<file path="src/rtl/execute_cc_stage.sv">
// y86 execute-stage condition codes and E/M pipeline register.
// Latches ZF/SF/OF from the ALU result, evaluates jXX/cmovXX conditions, and registers results.
module execute_cc_stage #(
    parameter int unsigned WIDTH = 64
) (
    input  logic             clk,
    input  logic             rst,
    input  logic             e_valid,
    input  logic [3:0]       e_icode,
    input  logic [3:0]       e_ifun,
    input  logic [WIDTH-1:0] alu_y,
    input  logic             alu_of,
    input  logic             set_cc,
    input  logic             suppress_cc,
    input  logic             stall,
    input  logic             bubble,
    output logic             zf,
    output logic             sf,
    output logic             of,
    output logic             e_cnd,
    output logic             m_valid,
    output logic [3:0]       m_icode,
    output logic [WIDTH-1:0] m_valE,
    output logic             m_cnd
);

    localparam logic [3:0] ICODE_NOP = 4'h1;

    logic cc_update;
    logic lt;

    assign cc_update = e_valid & set_cc & ~suppress_cc & ~stall & ~bubble;
    assign lt        = sf ^ of;

    // Condition from the CC as it stands before this instruction's update.
    always_comb begin
        e_cnd = 1'b0;
        case (e_ifun)
            4'd0:    e_cnd = 1'b1;
            4'd1:    e_cnd = lt | zf;
            4'd2:    e_cnd = lt;
            4'd3:    e_cnd = zf;
            4'd4:    e_cnd = ~zf;
            4'd5:    e_cnd = ~lt;
            4'd6:    e_cnd = ~lt & ~zf;
            default: e_cnd = 1'b0;
        endcase
    end

    // Condition-code register.
    always_ff @(posedge clk) begin
        if (rst) begin
            zf <= 1'b1;
            sf <= 1'b0;
            of <= 1'b0;
        end else if (cc_update) begin
            zf <= (alu_y == '0);
            sf <= alu_y[WIDTH-1];
            of <= alu_of;
        end
    end

    // E/M register: reset, then bubble, then stall, else load.
    always_ff @(posedge clk) begin
        if (rst || bubble) begin
            m_valid <= 1'b0;
            m_icode <= ICODE_NOP;
            m_valE  <= '0;
            m_cnd   <= 1'b0;
        end else if (!stall) begin
            m_valid <= e_valid;
            m_icode <= e_icode;
            m_valE  <= alu_y;
            m_cnd   <= e_cnd;
        end
    end

endmodule
</file>
<file path="config.mk">
export PLATFORM = sky130hd
export DESIGN_NAME = execute_cc_stage
export DESIGN_NICKNAME = d
export VERILOG_FILES = /design/src/rtl/execute_cc_stage.sv
export SDC_FILE = /design/constraint.sdc
export NUM_CORES = 1
export LEC_CHECK = 0
export BUFFER_PORTS_ARGS = -buffer_cell sky130_fd_sc_hd__buf_2
export CAP_MARGIN = 25
export CORE_MARGIN = 2
export CORE_UTILIZATION = 40
export CTS_CLUSTER_DIAMETER = 80
export DETAILED_ROUTE_END_ITERATION = 6
export HOLD_SLACK_MARGIN = 0.06
export MAX_ROUTING_LAYER = met4
export PLACE_DENSITY = 0.81
export SLEW_MARGIN = 20
export SYNTH_ARGS = -nofsm -noshare
export SYNTH_HDL_FRONTEND = slang
export SYNTH_SLANG_ARGS = --single-unit
</file>
<file path="constraint.sdc">
create_clock -name clk -period 1.36 [get_ports clk]
set_input_delay 0.34 -clock clk [delete_from_list [all_inputs] [get_ports clk]]
set_output_delay 0.34 -clock clk [all_outputs]
set_load 0.005 [all_outputs]
</file>
=== Word-level counts from Yosys, hierarchy flattened ===
Cells that the tools add are included.

* Bitwise operators: 12
* Reductions and logical operators: 3
* Equal/unequal tests: 6
* Mux-type cells: 1

{| class="wikitable"
|+ Operators with widths
! kind !! number
|-
| 64-bit logical NOT || 1
|-
| 4-bit by 3-bit equality test with 1-bit output, second input constant || 3
|-
| 4-bit by 2-bit equality test with 1-bit output, second input constant || 2
|-
| 1-bit case mux with 7 select lines || 1
|-
| 1-bit AND || 5
|-
| 1-bit NOT || 5
|-
| 4-bit by 1-bit equality test with 1-bit output, second input constant || 1
|-
| 4-bit logical NOT || 1
|-
| 1-bit logical OR || 1
|-
| 1-bit bitwise OR || 1
|-
| 1-bit XOR || 1
|}

* Input port bits: 80
* Register bits after elaboration: 73
* Logic and storage cells: 29

=== Longest topological paths before layout ===
Gate-level depths: netlist of run 1.

* Depth after elaboration: 4
* Mapped depth: 5
* Mapped depth without buffers: 4

=== Least setup slack after synthesis of run 1 ===
No wires, ideal clock.

* Kind: input port to flip-flop
* Start: in stall
* End: reg of
* Stages: 5
* Setup slack: -0.095 ns
* Arrival time: 1.385 ns
* Data required time: 1.290 ns
* Cell sequence: buf_6 nand2b_4 or4b_4 or2_0 a21oi_1

* Longest elaborated chain between the ends: 3

{| class="wikitable"
|+ Ends and longest elaborated chain
! item !! RTL line !! text
|-
| from (decl) || 15 || <nowiki>input logic stall,</nowiki>
|-
| 1-bit NOT || 32 || <nowiki>assign cc_update = e_valid & set_cc & ~suppress_cc & ~stall & ~bubble;</nowiki>
|-
| 1-bit AND (2 in a row) || 32 ||
|-
| to (signal assigned) || 59 || <nowiki>of <= alu_of;</nowiki>
|-
| to (decl) || 19 || <nowiki>output logic of,</nowiki>
|}

Every way passes these cells.
A chain may end at the register's enable or synchronous reset.

=== Worst setup path in the final report of run 1 ===
* Start: reg of
* End: out e_cnd

* Longest elaborated chain between the ends: 4
* Elaborated cells on any way between the ends: 5
* Those cells by class: mux: 1; bitwise: 4

{| class="wikitable"
|+ Ends and longest elaborated chain
! item !! RTL line !! text
|-
| 1-bit XOR (*) || 33 || <nowiki>assign lt = sf ^ of;</nowiki>
|-
| 1-bit NOT || 44, 45 ||
|-
| 1-bit AND || 45 || <nowiki>4'd6: e_cnd = ~lt & ~zf;</nowiki>
|-
| 1-bit case mux with 7 select lines (*) || 38 || <nowiki>case (e_ifun)</nowiki>
|-
| to (decl) || 20 || <nowiki>output logic e_cnd,</nowiki>
|}

Mark *: on every way between the ends. The rest lies on a longest branch, timed or not.

==> results of run 1 <==
-- per-layer routing --
metal	vias to the layer above	part of all wire	GRT usage
met5	-	0	-
met4	0	0.0078	0.0587
met3	8	0.059	0.0540
met2	96	0.51	0.333
met1	1223	0.42	0.237
li1	1293	-	-
-- cell families after synthesis --
family	Yosys count	synth area share
and+or+nand+nor	104	0.172
DFF	73	0.524
muxes	70	0.251
buffers and inverters	18	0.0314
AOI/OAI and AO/OA	8	0.0180
xor gates and xnor gates	1	0.00314
-- sequential cells by signal, summed over array words and instances, names as in the netlist --
signal	cells
m_cnd	1
m_icode	4
m_valE	64
m_valid	1
of	1
sf	1
zf	1
-- through the flow --
step / instances / area (µm²) / setup WS [ns] / utilization
after floorplan: 274 / 2790 / -0.0932 / -
after global placement: 519 / 3820 / -0.539 / 0.566
after detailed placement: 519 / 3820 / -0.570 / 0.566
after CTS: 533 / 4090 / -0.407 / 0.606
after global routing: 533 / 4150 / -0.504 / 0.614
final: 533 / 4150 / -0.383 / 0.614
-- repair_timing --
item / 4_1_cts / 5_1_grt
resized for setup: 18 / 8
endpoints found under the setup margin: 2 / 3
pin swaps: 1 / 4
-- where the power goes --
part / internal (µW) / switching (µW)
Combinational: 313 / 296
Clock: 690 / 752
Sequential: 2210 / 34.7
-- cell usage in the layout, fill, tap and decap left out --
master,synthesis,routed
buf_2,10,150
dfxtp_1,73,71
mux2i_1,70,70
nor2_1,70,70
buf_4,0,26
clkbuf_8,0,10
nor4_4,0,7
nand2_1,5,5
nor4_2,0,5
a21oi_1,4,4
nor4_1,16,4
nand4_1,4,4
buf_12,0,3
inv_1,2,2
nand2b_1,2,2
clkinv_2,0,2
buf_6,1,2
dfxtp_2,0,2
nand3b_1,1,1
o211ai_1,1,1
xnor2_2,0,1
a2bb2oi_2,0,1
or2_2,0,1
nand2b_4,1,1
or4b_4,1,1
or4_1,1,1
o21ai_1,1,1
or2_0,1,1
nand3_1,1,1
o41ai_1,1,1
clkbuf_1,4,1
clkinv_4,0,1
-- cell usage after synthesis (all sizes together), types with 2 or more instances --
cell / count
nand4: 4
or2: 2
nand2: 5
dfxtp: 73
nor2: 70
nand2b: 3
mux2i: 70
a21oi: 4
buf: 12
clkbuf: 4
inv: 2
nor4: 16
-- final cells by class --
class,instances,share of cell area
Clock buffer,11,0.0341
Clock inverter,3,0.00452
Inverter,2,0.00181
Multi-Input combinational cell,183,0.335
Sequential cell,73,0.353
Tap cell,80,0.0241
Timing Repair Buffer,181,0.248
-- worst register-to-register path, cell delays in order, from the launching register on --
cell	delay, ns
dfxtp_2	0.34
xnor2_2	0.20
mux2i_1	0.24
a2bb2oi_2	0.09
o41ai_1	0.29
-- worst max path at each step --
stage | startpoint | to | slack [ns]
after detailed placement | alu_y[31] | zf | -0.57
after global routing | of | e_cnd | -0.50
final | of | e_cnd | -0.38
after floorplan | stall | of | -0.09
after global placement | alu_y[31] | zf | -0.54
after CTS | sf | e_cnd | -0.41
==> reports/metrics.yaml, run 1 <==
grt:
  grt.total_usage: 0.200
  grt_overflow: 0
  antenna_found_initial: 0
  grt_pass1_wl_mm: 11.5
  grt_pass1_vias: 2469
  grt_max_degree: 40
synthesis:
  synth_seq_cells: 73
  yosys-top-cells-area: "dfxtp_1, mux2i_1, nor2_1"
  synth_top_area_cell: "dfxtp_1"
  synth-seq-area-share: 0.524
  synth_cell_types: 25
  ys_async_sr_fraction: 0
  synthesis.nets: 354
  synth_edf_count: 0
  synth.cell_area_um2: 2790
  synthFlopType: "dfxtp_1"
  synth_top_area_share: 0.524
  avgSynthCellArea_um2: 10.2
  syn_inst: 274
  synth-warning-count: 0
routing:
  vias: 2620
  vias_per_cell: 4.92
  route.final.wire_length_mm: 7.73
  wl_per_cell_um: 14.5
  dr.pass1.iters: 4
  drc: 0
  ant_nets: 0
  drtIter0Drc: 58
sta:
  whs_ns: 0.207
  drv_slew: 0
  fin_crit_sh: 1.28
  slew_headroom: 0.755
  post-route-min-period_ns: 1.74
  skew_ns: 0.00544
  setup_viol: 1
  rsz0062_at_grt: "yes"
  finalSetupTns_ns: -0.383
  hold_viol: 0
  setup_ws_ns: -0.383
  max_freq_mhz: 574
  worst_pin_slew_ns: 0.364
floorplanning:
  die_height_um: 87.5
  rows: 30
  floorplan.initialDensity: 0.413
  die_area_um2: 7650
  core_um2: 6760
  ios: 154
  die_w_um: 87.5
run:
  cap_violations: 0
power:
  design_power_total_uw: 4290
  ir_worst_vdd_v: 0.000658
  power_leakage_uw: 0.00213
  power_density_nw_per_um2: 1030
critical_path:
  reg2reg_from: "of"
  crit_family: "flip-flops"
  critPathKind: "reg -> out"
  crit_buf_inv: 1
  end_kind: "output pin"
  r2r_end: "m_cnd"
  critPathMaxFanout: 2
  max_stage_delay_ns: 0.34
  worstSetupStartpointType: "flip-flop"
  rrSetupSlack_ns: 0.10
  crit_chain: "xnor2_2 > mux2i_1 > a2bb2oi_2 > nor2_1 > buf_2"
  critical_path_depth: 5
  slowest_stage: "dfxtp_2"
  reg2regPathDepth: 4
  required_ns: 1.02
  arrival_ns: 1.40
layout:
  drive_gt1_frac: 0.470
  insertedDiodeCount: 0
  n_fill_cell: 589
  fin_nets: 530
  multi_input_area_um2: 1390
  area_delta_synth_final_pct: 48.8
  seqCellArea_um2: 1460
placed_design:
  portBuffers: 153
  globalplace.congestion: 0.805
  dp_hpwl_mm: 5.77
clock_network:
  ctsHoldBuffers: 0
  h-tree-depth: 3
  cts.sinks: 73
  clockRootBuffer: "clkbuf_8"
  postCtsSetupRepairBufs: 0
  clock_path_buffers: 2
  cts-buffers-inserted: 9
  cts.clk_slew.worst_paths_ns: 0.08
  clk_latency_ns: 0.34
  cts_tree: "done"
min_path:
  worstHoldPathCells: 2
  min_from: "rst"
  hold_path_end: "of"
  worstHoldPathType: "in -> reg"
outcome:
  status: "finished, violations left"
  violations: "setup timing"
(Power assumes the default switching activity.)
==> run 2: changes to the inputs <==
- ABC_AREA: not set -> 1
- PLACE_DENSITY: 0.81 -> 0.79
==> run 2 against run 1 <==
The run still ends with setup timing left; cell area decreased by 1.0%; clock power increased by 28%; total power increased by 7.6%; combinational power decreased by 12%; non-clock buffer count decreased by 20; critical path depth increased by 2; wire length increased by 1.2%; global-route usage decreased by 0.95 points; clock-buffer cell count decreased by 2; fmax increased by 11%; synthesized area increased by 11%; critical endpoint unchanged.
==> reports/metrics.yaml, run 2 <==
sta:
  post-route-min-period_ns: 1.57
  drv_slew: 0
  max_freq_mhz: 638
  hold_viol: 0
  finalSetupTns_ns: -0.207
  worst_pin_slew_ns: 0.401
  setup_viol: 1
  slew_headroom: 0.733
  skew_ns: 0.00705
  rsz0062_at_grt: "yes"
  setup_ws_ns: -0.207
  fin_crit_sh: 1.15
layout:
  layout.cells.non_filler: 657
  mostFrequentLayoutCell: "nand2_1"
  layout_common_cells: "nand2_1, buf_2, dfxtp_1"
  top_regs: "m_valE: 64 flops, m_icode: 4 flops"
  fin_nets: 630
  drive_gt1_frac: 0.413
  area_delta_synth_final_pct: 32.3
  regMostFlops: "m_valE"
  largest_reg_flops: 64
  insertedDiodeCount: 0
power:
  ir_worst_vdd_v: 0.000581
  power_density_nw_per_um2: 1120
  power_leakage_uw: 0.00191
synthesis:
  ys_top_cells_by_count: "nand2_1, dfxtp_1, nor2_1, a21oi_2, a21oi_1"
  synth.cell_area_um2: 3100
  syn_inst: 401
  yosys-top-cells-area: "dfxtp_1, nand2_1, a21oi_2"
  avgSynthCellArea_um2: 7.74
  ys_async_sr_fraction: 0
  synth_seq_cells: 73
  synth-warning-count: 0
  synth-seq-area-share: 0.471
  synth_compound_gate_area_share: 0.173
  synth_xor_area_frac: 0
  synthAdderAreaFrac: 0
  synthesis.nets: 481
  synthSimpleGateAreaFrac: 0.268
  synthFlopType: "dfxtp_1"
  synth_top_area_share: 0.471
  synth_edf_count: 0
  synth_top_family_by_area: "simple AND/OR/NAND/NOR gates"
  synth_top_area_cell: "dfxtp_1"
  synth_cell_types: 19
  muxShareOfSynthArea: 0
  yosysMostFrequentCell: "nand2_1"
grt:
  grt_overflow: 0
  grt_pass1_vias: 2880
  grt_max_degree: 41
  antenna_found_initial: 0
  grt_pass1_wl_mm: 12.7
  grt.total_usage: 0.191
clock_network:
  clockRootBuffer: "clkbuf_8"
  cts_tree: "done"
  clock_path_buffers: 2
  clk_latency_ns: 0.33
  cts.clk_slew.worst_paths_ns: 0.08
  postCtsSetupRepairBufs: 0
  cts-buffers-inserted: 9
  cts.sinks: 73
  h-tree-depth: 3
routing:
  vias: 3073
  ant_nets: 0
  vias_per_cell: 4.68
  drc: 0
  wl_per_cell_um: 11.9
  route.final.wire_length_mm: 7.83
  drtIter0Drc: 91
  dr.pass1.iters: 4
critical_path:
  critPathMaxFanout: 5
  critPathKind: "reg -> out"
  reg2regPathDepth: 6
  crit_end: "e_cnd"
  max_stage_delay_ns: 0.37
  worstSetupStartpointType: "flip-flop"
  reg2reg_from: "zf"
  crit_family: "flip-flops"
  r2r_end: "m_cnd"
  required_ns: 1.02
  end_kind: "output pin"
  slowest_stage: "dfxtp_2"
  crit_chain: "inv_1 > o21a_1 > nand2_1 > nand2_1 > nand2_2 > inv_1 > buf_2"
  crit_buf_inv: 3
  critical_path_depth: 7
  rrSetupSlack_ns: 0.45
  arrival_ns: 1.23
  worstSetupStartpoint: "zf"
floorplanning:
  ios: 154
  floorplan.initialDensity: 0.408
  core_um2: 7610
  die_height_um: 92.1
  die_w_um: 92.1
  die_area_um2: 8480
  rows: 32
placed_design:
  globalplace.congestion: 0.814
  dp_cells: 641
  portBuffers: 153
  dp_hpwl_mm: 5.83
min_path:
  worstHoldPathType: "in -> reg"
outcome:
  status: "finished, violations left"
  violations: "setup timing"
run:
  cap_violations: 0
-- run 2: changes by cell type after synthesis, moves of 16 or more --
cell | before | now
nor2_1 | 70 | 42
nand2_1 | 5 | 163
nor4_1 | 16 | 0
a21oi_1 | 4 | 32
mux2i_1 | 70 | 0
a21oi_2 | 0 | 40
-- run 2: repair_timing --
action / in CTS / in global routing
endpoints found under the setup margin: 1 / 1
pin swaps: 1 / 0
hold endpoints to repair: 0 / 0
hold buffers: 0 / 0
resized for setup: 4 / 3
-- run 2: report_power, final --
group	leakage, µW	switching [µW]	internal (µW)
logic	0.00121	303	236
clock network	0.000106	808	1030
registers	0.000595	33.6	2200
-- run 2: worst min-delay path, delay by kind of cell --
family | cells | cell delay [ns]
buffers and inverters | 1 | 0.07
AND/OR/NAND/NOR | 2 | 0.09
-- run 2: how the worst min path moves through the flow --
stage	end	depth (start not counted)	slack [ns]	startpoint
after floorplan	of	1	0.41	rst
after global placement	m_valE[44]	2	0.45	m_valE[44]
after detailed placement	m_valE[44]	2	0.45	m_valE[44]
after CTS	m_icode[0]	3	0.18	e_icode[0]
after global routing	m_icode[0]	3	0.19	e_icode[0]
final	m_icode[0]	3	0.20	e_icode[0]
-- run 2: metal layers --
metal | up-vias | global-route usage | part of all wire
li1 | 1565 | - | -
met1 | 1380 | 0.223 | 0.44
met2 | 112 | 0.314 | 0.49
met3 | 16 | 0.0411 | 0.055
met4 | 0 | 0.0883 | 0.022
met5 | - | - | 0
-- run 2: metrics by stage --
stage	power (µW)	area (µm²)	setup slack [ns]	hold slack (ns)	util
after floorplan	2590	3100	0.250	0.409	-
after global placement	2810	3880	-0.0156	0.448	0.510
after detailed placement	2820	3880	0.00536	0.449	0.510
after CTS	4690	4100	-0.250	0.179	0.539
after global routing	4840	4110	-0.309	0.186	0.540
final	4620	4110	-0.207	0.200	0.540
-- run 2: cells by family after synthesis --
group / Yosys count
buffers and inverters: 37
flip-flops: 73
AO/OA/AOI/OAI: 77
AND/OR/NAND/NOR: 214
-- run 2: area by class of cell --
type	instances	area (µm²)
Multi-Input combinational cell	291	1380
Sequential cell	73	1470
Fill cell	752	3500
Timing Repair Buffer	161	863
Clock buffer	9	124
Clock inverter	7	93.8
Inverter	14	55.1
Tap cell	102	128
